--- config.mk ---
export PLATFORM = sky130hd
export DESIGN_NAME = axi_line_master_flat
export DESIGN_NICKNAME = d
export VERILOG_FILES = /design/src/rtl/axi_line_master_if.sv /design/src/rtl/axi_line_master.sv /design/src/flat_wrapper.sv
export SDC_FILE = /design/constraint.sdc
export NUM_CORES = 1
export LEC_CHECK = 0
export CORE_AREA = 2 2 153 155
export DETAILED_ROUTE_END_ITERATION = 10
export DIE_AREA = 0 0 155 157
export PLACE_DENSITY = 0.52
export SYNTH_ARGS = -nofsm -noshare
export SYNTH_HDL_FRONTEND = slang
export SYNTH_SLANG_ARGS = --single-unit
--- constraint.sdc ---
create_clock -name clk -period 2.4 [get_ports clk]
set_clock_uncertainty 0.15 [all_clocks]
set_input_delay 0.48 -clock clk [delete_from_list [all_inputs] [get_ports clk]]
set_output_delay 0.48 -clock clk [all_outputs]
set_load 0.05 [all_outputs]
--- src/rtl/axi_line_master_if.sv ---
// axi_interface: AXI4 read/write channel bundle used between line masters
// and memory slaves. 32-bit address and data, ID_WIDTH-bit ids.
//
// Handshake rule for every channel: a transfer happens on a rising clk edge
// where valid and ready are both high. Once valid is raised it stays high,
// with its payload unchanged, until that edge. Ready may rise or fall freely.
//
// Modports:
//   master - drives AW/W/AR payloads + valids, bready/rready
//   slave  - drives awready/wready/arready, B and R payloads + valids
interface axi_interface #(
  parameter int ID_WIDTH = 6
);
  logic [ID_WIDTH-1:0] awid;
  logic [31:0]         awaddr;
  logic [7:0]          awlen;
  logic [2:0]          awsize;
  logic [1:0]          awburst;
  logic [3:0]          awcache;
  logic                awvalid;
  logic                awready;

  logic [31:0]         wdata;
  logic [3:0]          wstrb;
  logic                wlast;
  logic                wvalid;
  logic                wready;

  logic [1:0]          bresp;
  logic                bvalid;
  logic                bready;

  logic [ID_WIDTH-1:0] arid;
  logic [31:0]         araddr;
  logic [7:0]          arlen;
  logic [2:0]          arsize;
  logic [1:0]          arburst;
  logic [3:0]          arcache;
  logic                arvalid;
  logic                arready;

  logic [ID_WIDTH-1:0] rid;
  logic [31:0]         rdata;
  logic [1:0]          rresp;
  logic                rlast;
  logic                rvalid;
  logic                rready;

  modport master (
    output awid, awaddr, awlen, awsize, awburst, awcache, awvalid,
    input  awready,
    output wdata, wstrb, wlast, wvalid,
    input  wready,
    input  bresp, bvalid,
    output bready,
    output arid, araddr, arlen, arsize, arburst, arcache, arvalid,
    input  arready,
    input  rid, rdata, rresp, rlast, rvalid,
    output rready
  );

  modport slave (
    input  awid, awaddr, awlen, awsize, awburst, awcache, awvalid,
    output awready,
    input  wdata, wstrb, wlast, wvalid,
    output wready,
    output bresp, bvalid,
    input  bready,
    input  arid, araddr, arlen, arsize, arburst, arcache, arvalid,
    output arready,
    output rid, rdata, rresp, rlast, rvalid,
    input  rready
  );
endinterface

--- src/rtl/axi_line_master.sv ---
// axi_line_master: turns single cache-line read/write requests into one
// fixed-length INCR burst on an AXI4 master port, one transaction at a time.
//
// Handshakes: every valid/ready pair (req_*, wr_data_*, AXI channels)
// transfers on a rising clk edge where both are high; a raised valid holds
// its payload until that edge. rd_data_valid and wr_done have no ready.
//
// Ports:
//   clk, rst              clock, synchronous active-high reset
//   req_valid/req_ready   line request handshake (req_rnw, req_addr, req_id)
//   wr_data/wr_be         write beat stream, wr_data_valid/wr_data_ready
//   rd_data/rd_last/rd_id read beat stream qualified by rd_data_valid
//   wr_done               one-cycle pulse on write response
//   err                   sticky error flag, any non-OKAY rresp/bresp
//   rd_line_count         completed line reads
//   wr_line_count         completed line writes
//   state_dbg             current FSM state encoding
//   axi                   AXI4 master port
//
// Build option: define AXI_LINE_MASTER_STATS_EN to get the two 32-bit line
// counters; without it both counters read 0 and no counter flops exist.
module axi_line_master #(
  parameter int LINE_WORDS = 8,
  parameter int ID_WIDTH   = 6
) (
  input  logic                clk,
  input  logic                rst,
  input  logic                req_valid,
  output logic                req_ready,
  input  logic                req_rnw,
  input  logic [31:0]         req_addr,
  input  logic [ID_WIDTH-1:0] req_id,
  input  logic [31:0]         wr_data,
  input  logic [3:0]          wr_be,
  input  logic                wr_data_valid,
  output logic                wr_data_ready,
  output logic [31:0]         rd_data,
  output logic                rd_data_valid,
  output logic                rd_last,
  output logic [ID_WIDTH-1:0] rd_id,
  output logic                wr_done,
  output logic                err,
  output logic [31:0]         rd_line_count,
  output logic [31:0]         wr_line_count,
  output logic [2:0]          state_dbg,
  axi_interface.master        axi
);

  localparam logic [31:0] OFS_MASK = 32'((LINE_WORDS * 4) - 1);
  localparam int CW = (LINE_WORDS > 1) ? $clog2(LINE_WORDS) : 1;
  localparam logic [CW-1:0] LAST_BEAT = CW'(LINE_WORDS - 1);

  typedef enum logic [2:0] {IDLE, AR, R, AW, W, B} state_t;

  state_t              state, state_next;
  logic [31:0]         line_addr;
  logic [ID_WIDTH-1:0] line_id;
  logic [CW-1:0]       beat;
  logic                err_q;
  logic                ar_v, aw_v, w_v, w_last, r_rdy, b_rdy;

  always_ff @(posedge clk) begin
    if (rst) state <= IDLE;
    else     state <= state_next;
  end

  always_comb begin
    state_next    = state;
    req_ready     = 1'b0;
    ar_v          = 1'b0;
    aw_v          = 1'b0;
    w_v           = 1'b0;
    w_last        = 1'b0;
    wr_data_ready = 1'b0;
    r_rdy         = 1'b0;
    b_rdy         = 1'b0;
    rd_data_valid = 1'b0;
    rd_last       = 1'b0;
    wr_done       = 1'b0;
    case (state)
      IDLE: begin
        // Reset is synchronous, so gate ready directly to refuse requests
        // in cycles where rst is held.
        req_ready = ~rst;
        if (req_valid) state_next = req_rnw ? AR : AW;
      end
      AR: begin
        ar_v = 1'b1;
        if (axi.arready) state_next = R;
      end
      R: begin
        r_rdy         = 1'b1;
        rd_data_valid = axi.rvalid;
        rd_last       = axi.rlast;
        if (axi.rvalid && axi.rlast) state_next = IDLE;
      end
      AW: begin
        aw_v = 1'b1;
        if (axi.awready) state_next = W;
      end
      W: begin
        w_v           = wr_data_valid;
        wr_data_ready = axi.wready;
        w_last        = (beat == LAST_BEAT);
        if (wr_data_valid && axi.wready && w_last) state_next = B;
      end
      B: begin
        b_rdy = 1'b1;
        if (axi.bvalid) begin
          wr_done    = 1'b1;
          state_next = IDLE;
        end
      end
      default: state_next = IDLE;
    endcase
  end

  always_ff @(posedge clk) begin
    if (rst) begin
      line_addr <= '0;
      line_id   <= '0;
      beat      <= '0;
      err_q     <= 1'b0;
    end else begin
      if (state == IDLE && req_valid) begin
        line_addr <= req_addr & ~OFS_MASK;
        line_id   <= req_id;
      end
      if (state == AW)               beat <= '0;
      else if (w_v && axi.wready)    beat <= beat + 1'b1;
      if ((r_rdy && axi.rvalid && axi.rresp != 2'b00) ||
          (b_rdy && axi.bvalid && axi.bresp != 2'b00))
        err_q <= 1'b1;
    end
  end

`ifdef AXI_LINE_MASTER_STATS_EN
  logic [31:0] rd_cnt, wr_cnt;

  always_ff @(posedge clk) begin
    if (rst) begin
      rd_cnt <= '0;
      wr_cnt <= '0;
    end else begin
      if (r_rdy && axi.rvalid && axi.rlast) rd_cnt <= rd_cnt + 32'd1;
      if (b_rdy && axi.bvalid)              wr_cnt <= wr_cnt + 32'd1;
    end
  end

  assign rd_line_count = rd_cnt;
  assign wr_line_count = wr_cnt;
`else
  assign rd_line_count = '0;
  assign wr_line_count = '0;
`endif

  assign err       = err_q;
  assign state_dbg = state;
  assign rd_data   = axi.rdata;
  assign rd_id     = axi.rid;

  // AR and AW share one latched line address/id; only the valids differ.
  assign axi.arvalid = ar_v;
  assign axi.araddr  = line_addr;
  assign axi.arlen   = 8'(LINE_WORDS - 1);
  assign axi.arsize  = 3'b010;
  assign axi.arburst = 2'b01;
  assign axi.arcache = 4'b0011;
  assign axi.arid    = line_id;

  assign axi.awvalid = aw_v;
  assign axi.awaddr  = line_addr;
  assign axi.awlen   = 8'(LINE_WORDS - 1);
  assign axi.awsize  = 3'b010;
  assign axi.awburst = 2'b01;
  assign axi.awcache = 4'b0011;
  assign axi.awid    = line_id;

  assign axi.wvalid = w_v;
  assign axi.wdata  = wr_data;
  assign axi.wstrb  = wr_be;
  assign axi.wlast  = w_last;

  assign axi.rready = r_rdy;
  assign axi.bready = b_rdy;

endmodule

--- src/flat_wrapper.sv ---
// flat-port wrapper written by rule: the top's interface ports become plain ports
module axi_line_master_flat 
#(
  parameter int LINE_WORDS = 8,
  parameter int ID_WIDTH   = 6
)
  (clk, rst, req_valid, req_ready, req_rnw, req_addr, req_id, wr_data, wr_be, wr_data_valid, wr_data_ready, rd_data, rd_data_valid, rd_last, rd_id, wr_done, err, rd_line_count, wr_line_count, state_dbg, axi_awid, axi_awaddr, axi_awlen, axi_awsize, axi_awburst, axi_awcache, axi_awvalid, axi_awready, axi_wdata, axi_wstrb, axi_wlast, axi_wvalid, axi_wready, axi_bresp, axi_bvalid, axi_bready, axi_arid, axi_araddr, axi_arlen, axi_arsize, axi_arburst, axi_arcache, axi_arvalid, axi_arready, axi_rid, axi_rdata, axi_rresp, axi_rlast, axi_rvalid, axi_rready);
  axi_interface #(.ID_WIDTH(ID_WIDTH)) axi_i ();
  input  logic clk;
  input  logic rst;
  input  logic req_valid;
  output logic req_ready;
  input  logic req_rnw;
  input  logic [31:0] req_addr;
  input  logic [ID_WIDTH-1:0] req_id;
  input  logic [31:0] wr_data;
  input  logic [3:0] wr_be;
  input  logic wr_data_valid;
  output logic wr_data_ready;
  output logic [31:0] rd_data;
  output logic rd_data_valid;
  output logic rd_last;
  output logic [ID_WIDTH-1:0] rd_id;
  output logic wr_done;
  output logic err;
  output logic [31:0] rd_line_count;
  output logic [31:0] wr_line_count;
  output logic [2:0] state_dbg;
  output wire logic [$bits(axi_i.awid)-1:0] axi_awid;
  output wire logic [$bits(axi_i.awaddr)-1:0] axi_awaddr;
  output wire logic [$bits(axi_i.awlen)-1:0] axi_awlen;
  output wire logic [$bits(axi_i.awsize)-1:0] axi_awsize;
  output wire logic [$bits(axi_i.awburst)-1:0] axi_awburst;
  output wire logic [$bits(axi_i.awcache)-1:0] axi_awcache;
  output wire logic [$bits(axi_i.awvalid)-1:0] axi_awvalid;
  input wire logic [$bits(axi_i.awready)-1:0] axi_awready;
  output wire logic [$bits(axi_i.wdata)-1:0] axi_wdata;
  output wire logic [$bits(axi_i.wstrb)-1:0] axi_wstrb;
  output wire logic [$bits(axi_i.wlast)-1:0] axi_wlast;
  output wire logic [$bits(axi_i.wvalid)-1:0] axi_wvalid;
  input wire logic [$bits(axi_i.wready)-1:0] axi_wready;
  input wire logic [$bits(axi_i.bresp)-1:0] axi_bresp;
  input wire logic [$bits(axi_i.bvalid)-1:0] axi_bvalid;
  output wire logic [$bits(axi_i.bready)-1:0] axi_bready;
  output wire logic [$bits(axi_i.arid)-1:0] axi_arid;
  output wire logic [$bits(axi_i.araddr)-1:0] axi_araddr;
  output wire logic [$bits(axi_i.arlen)-1:0] axi_arlen;
  output wire logic [$bits(axi_i.arsize)-1:0] axi_arsize;
  output wire logic [$bits(axi_i.arburst)-1:0] axi_arburst;
  output wire logic [$bits(axi_i.arcache)-1:0] axi_arcache;
  output wire logic [$bits(axi_i.arvalid)-1:0] axi_arvalid;
  input wire logic [$bits(axi_i.arready)-1:0] axi_arready;
  input wire logic [$bits(axi_i.rid)-1:0] axi_rid;
  input wire logic [$bits(axi_i.rdata)-1:0] axi_rdata;
  input wire logic [$bits(axi_i.rresp)-1:0] axi_rresp;
  input wire logic [$bits(axi_i.rlast)-1:0] axi_rlast;
  input wire logic [$bits(axi_i.rvalid)-1:0] axi_rvalid;
  output wire logic [$bits(axi_i.rready)-1:0] axi_rready;
  assign axi_awid = axi_i.awid;
  assign axi_awaddr = axi_i.awaddr;
  assign axi_awlen = axi_i.awlen;
  assign axi_awsize = axi_i.awsize;
  assign axi_awburst = axi_i.awburst;
  assign axi_awcache = axi_i.awcache;
  assign axi_awvalid = axi_i.awvalid;
  assign axi_i.awready = axi_awready;
  assign axi_wdata = axi_i.wdata;
  assign axi_wstrb = axi_i.wstrb;
  assign axi_wlast = axi_i.wlast;
  assign axi_wvalid = axi_i.wvalid;
  assign axi_i.wready = axi_wready;
  assign axi_i.bresp = axi_bresp;
  assign axi_i.bvalid = axi_bvalid;
  assign axi_bready = axi_i.bready;
  assign axi_arid = axi_i.arid;
  assign axi_araddr = axi_i.araddr;
  assign axi_arlen = axi_i.arlen;
  assign axi_arsize = axi_i.arsize;
  assign axi_arburst = axi_i.arburst;
  assign axi_arcache = axi_i.arcache;
  assign axi_arvalid = axi_i.arvalid;
  assign axi_i.arready = axi_arready;
  assign axi_i.rid = axi_rid;
  assign axi_i.rdata = axi_rdata;
  assign axi_i.rresp = axi_rresp;
  assign axi_i.rlast = axi_rlast;
  assign axi_i.rvalid = axi_rvalid;
  assign axi_rready = axi_i.rready;
  axi_line_master #(.LINE_WORDS(LINE_WORDS), .ID_WIDTH(ID_WIDTH)) u_core (.clk(clk), .rst(rst), .req_valid(req_valid), .req_ready(req_ready), .req_rnw(req_rnw), .req_addr(req_addr), .req_id(req_id), .wr_data(wr_data), .wr_be(wr_be), .wr_data_valid(wr_data_valid), .wr_data_ready(wr_data_ready), .rd_data(rd_data), .rd_data_valid(rd_data_valid), .rd_last(rd_last), .rd_id(rd_id), .wr_done(wr_done), .err(err), .rd_line_count(rd_line_count), .wr_line_count(wr_line_count), .state_dbg(state_dbg), .axi(axi_i));
endmodule
==> impl_metrics.toml, run 1 <==
[status]
status = "completed"

[timing]
worst_pin_slew_ns = 0.684
grt_setup_unrepaired = "false"
setup_slack_ns = 0.0729
finalCritPeriodShare_pct = 97.0
setup_viol = 0
fin_hold_ws_ns = 0.316
tns_ns = 0
period_needed_ns = 2.33
hold_viol = 0
timing.fmax_mhz = 430
slew_headroom_pct = 54.4
final-max-slew-violation-count = 0

[yosys]
syn_area_um2 = 3310
synthSimpleGateAreaFrac_pct = 13.4
yosysTopAreaCellShare_pct = 48.7
ys_top_cells_by_area = "buf_4 (49%), dfxtp_1 (24%), nand2_1 (7.8%)"
synth-seq-cells = 40
synthFlopType = "dfxtp_1"
synth_compound_area_share_pct = 8.69
synth_edf_count = 0
ys_warn_count = 0
synth_mux_area_share_pct = 0.680
synth_xor_xnor_area_share_pct = 0
synth_area_leader_cell = "buf_4"
synth-async-reset-ratio_pct = 0
seq_area_frac_synth_pct = 24.2
synthAdderAreaFrac_pct = 0.756
yosys.cell_types.count = 36
syn_inst = 425
synth_top_family_by_area = "buffers and inverters"
syn_avg_cell_area_um2 = 7.79

[worst_setup_path]
worstSetupPathType = "reg -> out"
cp_slowest_cell = "clkdlybuf4s50_1"
slowest_delay_ns = 0.88
critPathCaptureType = "output port"
crit_path_max_fanout = 15
crit_family = "buffers and inverters"
path_cells = "clkdlybuf4s50_1"
required_ns = 1.77
critPathBufInv = 1
crit_arrival_ns = 1.70
startpoint_type = "register"

[die]
start_util_pct = 14.7
die-width_um = 155
die_h_um = 157
fp-row-count = 55
dieArea_um2 = 24300
ios = 390
fp.coreArea_um2 = 22500

[drt]
wl_per_cell_um = 11.1
drc = 0
routed_wl_mm = 8.08
vias = 2264
drt-initial-drc-count = 46
drt_pass1_iterations = 4
antenna_left = 0
avgViaCountPerCell = 3.12

[grt]
grt_busiest_layer = "met2"
gr-usage-all-layers_pct = 6.14
grt_pass1_wl_mm = 11.4
use_met2_pct = 8.42
antenna_found_initial = 0
grt_pass1_vias = 1893
grt_use_met3_pct = 3.50
grt_start_max_net_pins = 35
grt_remaining_overflow = 0
grtUsageMet1_pct = 6.86

[finish]
fin_cells = 726
final_nets = 569
area_growth_pct = 20.6
fin_util_pct = 17.8
final_layout_size_suffix_gt1_share_pct = 8.62
diodes = 0
stdcell_area_um2 = 4000

[placed_design]
gp_congestion = 0.703
placed_area_um2 = 3810
dp_slack_ns = 0.296
placedCellCount = 718
dpl.hpwl_mm = 6.32
numPortBuffers = 128

[clock_tree]
post_cts_buffers = 0
clockBufferDepth = 2
ctsResizeCount = 0
clk_pin_slew_ns = 0.06
cts_tree = "built"
cts_sinks = 40
cts.htree.levels = 2
insertion_delay_ns = 0.29
cts-hold-fix-buffers = 0
cts_buffers = 5
cts_root_buffer = "clkbuf_16"

[flow_run]
max_cap_viol_count = 0

[min_path]
hold_path.class = "reg -> reg"

[pwr]
power_mw = 2.86
p_per_area_nw_per_um2 = 715
ir_drop_mv = 0.229
p_leak_nw = 1.60
[cell usage in the layout, fill, tap and decap left out, drive strengths merged, types with 4 or more instances in the layout]
cell type and count:
o21ai 5, nand2 69, conb 108, clkbuf 7, clkdlybuf4s50 114, and3 4, dfxtp 40, and2 4
a21oi 40, buf 19
[Yosys cell counts (2+ instances only)]
library cell and instances:
clkbuf_1 6, a21oi_1 40, buf_4 215, mux2_2 2
inv_1 2, buf_6 5, conb_1 2, dfxtp_1 40
o21ai_0 5, and2_1 4, and3_1 4, ha_1 2
nand4_1 2, nand2_1 69, buf_2 5, nor2_1 2
[cell families after synthesis]
group	Yosys count
flip-flops	40
adder cells (fa/ha/maj)	2
other	2
multiplexers	2
AND/OR/NAND/NOR	94
AO/OA/AOI/OAI	52
buffers and inverters	233
[area by class of cell]
type | count | area, um^2
clock inverter | 1 | 30.0
tap | 285 | 357
fill | 2530 | 18500
clock buffer | 7 | 153
multi-input combinational | 258 | 1210
sequential | 40 | 803
inverter | 2 | 7.51
timing repair buffer | 133 | 1430
[sequential cells by signal, summed over array words and instances, names as in the netlist]
name,flops
u_core.beat,3
u_core.err,1
u_core.state_dbg,3
u_core.axi.araddr,27
u_core.axi.arid,6
[power breakdown]
group	total (mW)	leakage [nW]	internal, mW	switching, mW
Clock	0.827	0.0901	0.548	0.279
Sequential	0.780	0.328	0.717	0.0624
Combinational	1.25	1.18	0.332	0.918
[layer usage]
metal,vias up,share of wire [%]
met1,980,39
met2,185,41
met3,45,14
met4,0,6.2
met5,-,0
li1,1054,-
[path summary, 6_finish.rpt]
kind	to	slack [ns]	cells after the start	startpoint
min reg2reg	u_core.axi.arid[0]	0.32	2	u_core.axi.arid[0]
max reg2reg	u_core.beat[0]	0.46	3	u_core.state_dbg[2]
min	u_core.axi.arid[0]	0.32	2	u_core.axi.arid[0]
max	state_dbg[1]	0.07	1	u_core.state_dbg[1]
Note: power is estimated with default switching activity, not from simulation.
==> run 2: changes to the inputs <==
--- a/config.mk
+++ b/config.mk
@@ -5,10 +5,13 @@
 export SDC_FILE = /design/constraint.sdc
 export NUM_CORES = 1
 export LEC_CHECK = 0
-export CORE_AREA = 2 2 153 155
+export CAP_MARGIN = 20
+export CELL_PAD_IN_SITES_DETAIL_PLACEMENT = 0
+export CELL_PAD_IN_SITES_GLOBAL_PLACEMENT = 1
+export CORE_AREA = 2 2 152 154
 export DETAILED_ROUTE_END_ITERATION = 10
-export DIE_AREA = 0 0 155 157
-export PLACE_DENSITY = 0.52
+export DIE_AREA = 0 0 154 156
+export PLACE_DENSITY = 0.76
 export SYNTH_ARGS = -nofsm -noshare
 export SYNTH_HDL_FRONTEND = slang
 export SYNTH_SLANG_ARGS = --single-unit
==> impl_metrics.toml, run 2 (synthesis results as in run 1) <==
[status]
status = "completed"

[min_path]
hold_path.class = "reg -> reg"

[worst_setup_path]
crit_family = "buffers and inverters"
startpoint_type = "register"
reg2reg_depth = 4
cp_slowest_cell = "clkdlybuf4s50_1"
r2r-end = "u_core.beat[0]"
cp.depth = 1
setup.worst_path.end = "state_dbg[1]"
reg2reg_from = "u_core.state_dbg[2]"
worstSetupPathType = "reg -> out"
reg2reg_slack_ns = 0.39
required_ns = 1.77
slowest_delay_ns = 0.87
cp-startpoint = "u_core.state_dbg[1]"
critPathCaptureType = "output port"
critPathBufInv = 1
crit_path_max_fanout = 15
crit_arrival_ns = 1.69
path_cells = "clkdlybuf4s50_1"

[pwr]
power_mw = 2.70
p_per_area_nw_per_um2 = 682
p_leak_nw = 1.59
ir_drop_mv = 0.243

[die]
ios = 390
fp-row-count = 55
die_h_um = 156
die-width_um = 154
fp.coreArea_um2 = 22400
start_util_pct = 14.8
dieArea_um2 = 24000

[finish]
final_layout_size_suffix_gt1_share_pct = 9.03
largest_reg_flops = 27
diodes = 0
final_common_cell = "clkdlybuf4s50_1"
final_nets = 571
layout_common_cells = "clkdlybuf4s50_1 (114), conb_1 (108), nand2_1 (69)"
fin_util_pct = 17.7
area_growth_pct = 19.5

[timing]
fin_hold_ws_ns = 0.315
worst_pin_slew_ns = 0.550
grt_setup_unrepaired = "false"
final-max-slew-violation-count = 0
setup_viol = 0
hold_viol = 0
timing.fmax_mhz = 432
slew_headroom_pct = 63.2
finalCritPeriodShare_pct = 96.5
period_needed_ns = 2.32

[clock_tree]
clockBufferDepth = 2
cts_root_buffer = "clkbuf_16"
clk_pin_slew_ns = 0.06
cts_sinks = 40
ctsResizeCount = 0
cts_tree = "built"
cts-hold-fix-buffers = 0
post_cts_buffers = 0
cts.htree.levels = 2
cts_buffers = 5
insertion_delay_ns = 0.28

[drt]
routed_wl_mm = 8.65
antenna_left = 0
avgViaCountPerCell = 3.16
vias = 2298
wl_per_cell_um = 11.9
drt-initial-drc-count = 87
drc = 0
drt_pass1_iterations = 4

[grt]
grt_pass1_vias = 1876
antenna_found_initial = 0
gr-usage-all-layers_pct = 6.56
grt_pass1_wl_mm = 11.9
grt_remaining_overflow = 0
grt_start_max_net_pins = 38

[placed_design]
gp_congestion = 0.647
dpl.hpwl_mm = 7.01
numPortBuffers = 128

[flow_run]
max_cap_viol_count = 0
[run 2: metal layers]
| layer | wire, um | global-route usage [%] | part of all wire, % |
|---|---|---|---|
| met2 | 3520 | 9.42 | 41 |
| met1 | 3230 | 7.20 | 37 |
| met3 | 1450 | 4.19 | 17 |
| met5 | 0 | 0 | 0 |
| met4 | 456 | 4.14 | 5.3 |
[run 2: cell type report]
class	count	area, um^2
clock buffer	5	125
multi-input combinational	258	1210
sequential	40	803
tap	285	357
timing repair buffer	135	1430
inverter	2	7.51
fill	2520	18400
clock inverter	3	18.8
[run 2: how the worst min path moves through the flow]
stage,from,to,slack [ns],cells past startpoint
CTS,u_core.axi.araddr[17],u_core.axi.araddr[17],0.32,2
finish,u_core.axi.araddr[17],u_core.axi.araddr[17],0.32,2
detailed placement,u_core.axi.araddr[17],u_core.axi.araddr[17],0.31,2
global placement,u_core.axi.araddr[31],u_core.axi.araddr[31],0.31,2
floorplan,u_core.beat[1],u_core.beat[1],0.30,2
global route,u_core.axi.arid[5],u_core.axi.arid[5],0.34,2
[run 2: per-stage QoR]
stage | area, um^2 | setup TNS [ns] | worst slack, ns | instances
final | 3960 | 0 | 0.0829 | 728
after global routing | 3960 | 0 | 0.0350 | 728
after CTS | 3960 | 0 | 0.0587 | 728
after detailed placement | 3810 | 0 | 0.254 | 720
after global placement | 3810 | 0 | 0.256 | 720
after floorplan | 3740 | -0.00188 | -0.00188 | 531
[run 2: power by group]
group	leakage (nW)	switching [mW]	internal, mW	total [mW]
registers	0.328	0.0600	0.717	0.777
logic	1.19	0.928	0.330	1.26
clock network	0.0736	0.283	0.383	0.666
total	1.59	1.27	1.43	2.70
==> run 3: changes to the inputs <==
--- a/config.mk
+++ b/config.mk
@@ -12,6 +12,7 @@
 export DETAILED_ROUTE_END_ITERATION = 10
 export DIE_AREA = 0 0 154 156
 export PLACE_DENSITY = 0.76
+export SLEW_MARGIN = 15
 export SYNTH_ARGS = -nofsm -noshare
 export SYNTH_HDL_FRONTEND = slang
 export SYNTH_SLANG_ARGS = --single-unit
==> results of run 3 <==
Same layout as run 2: the final DEF is identical, and so are final timing and power.
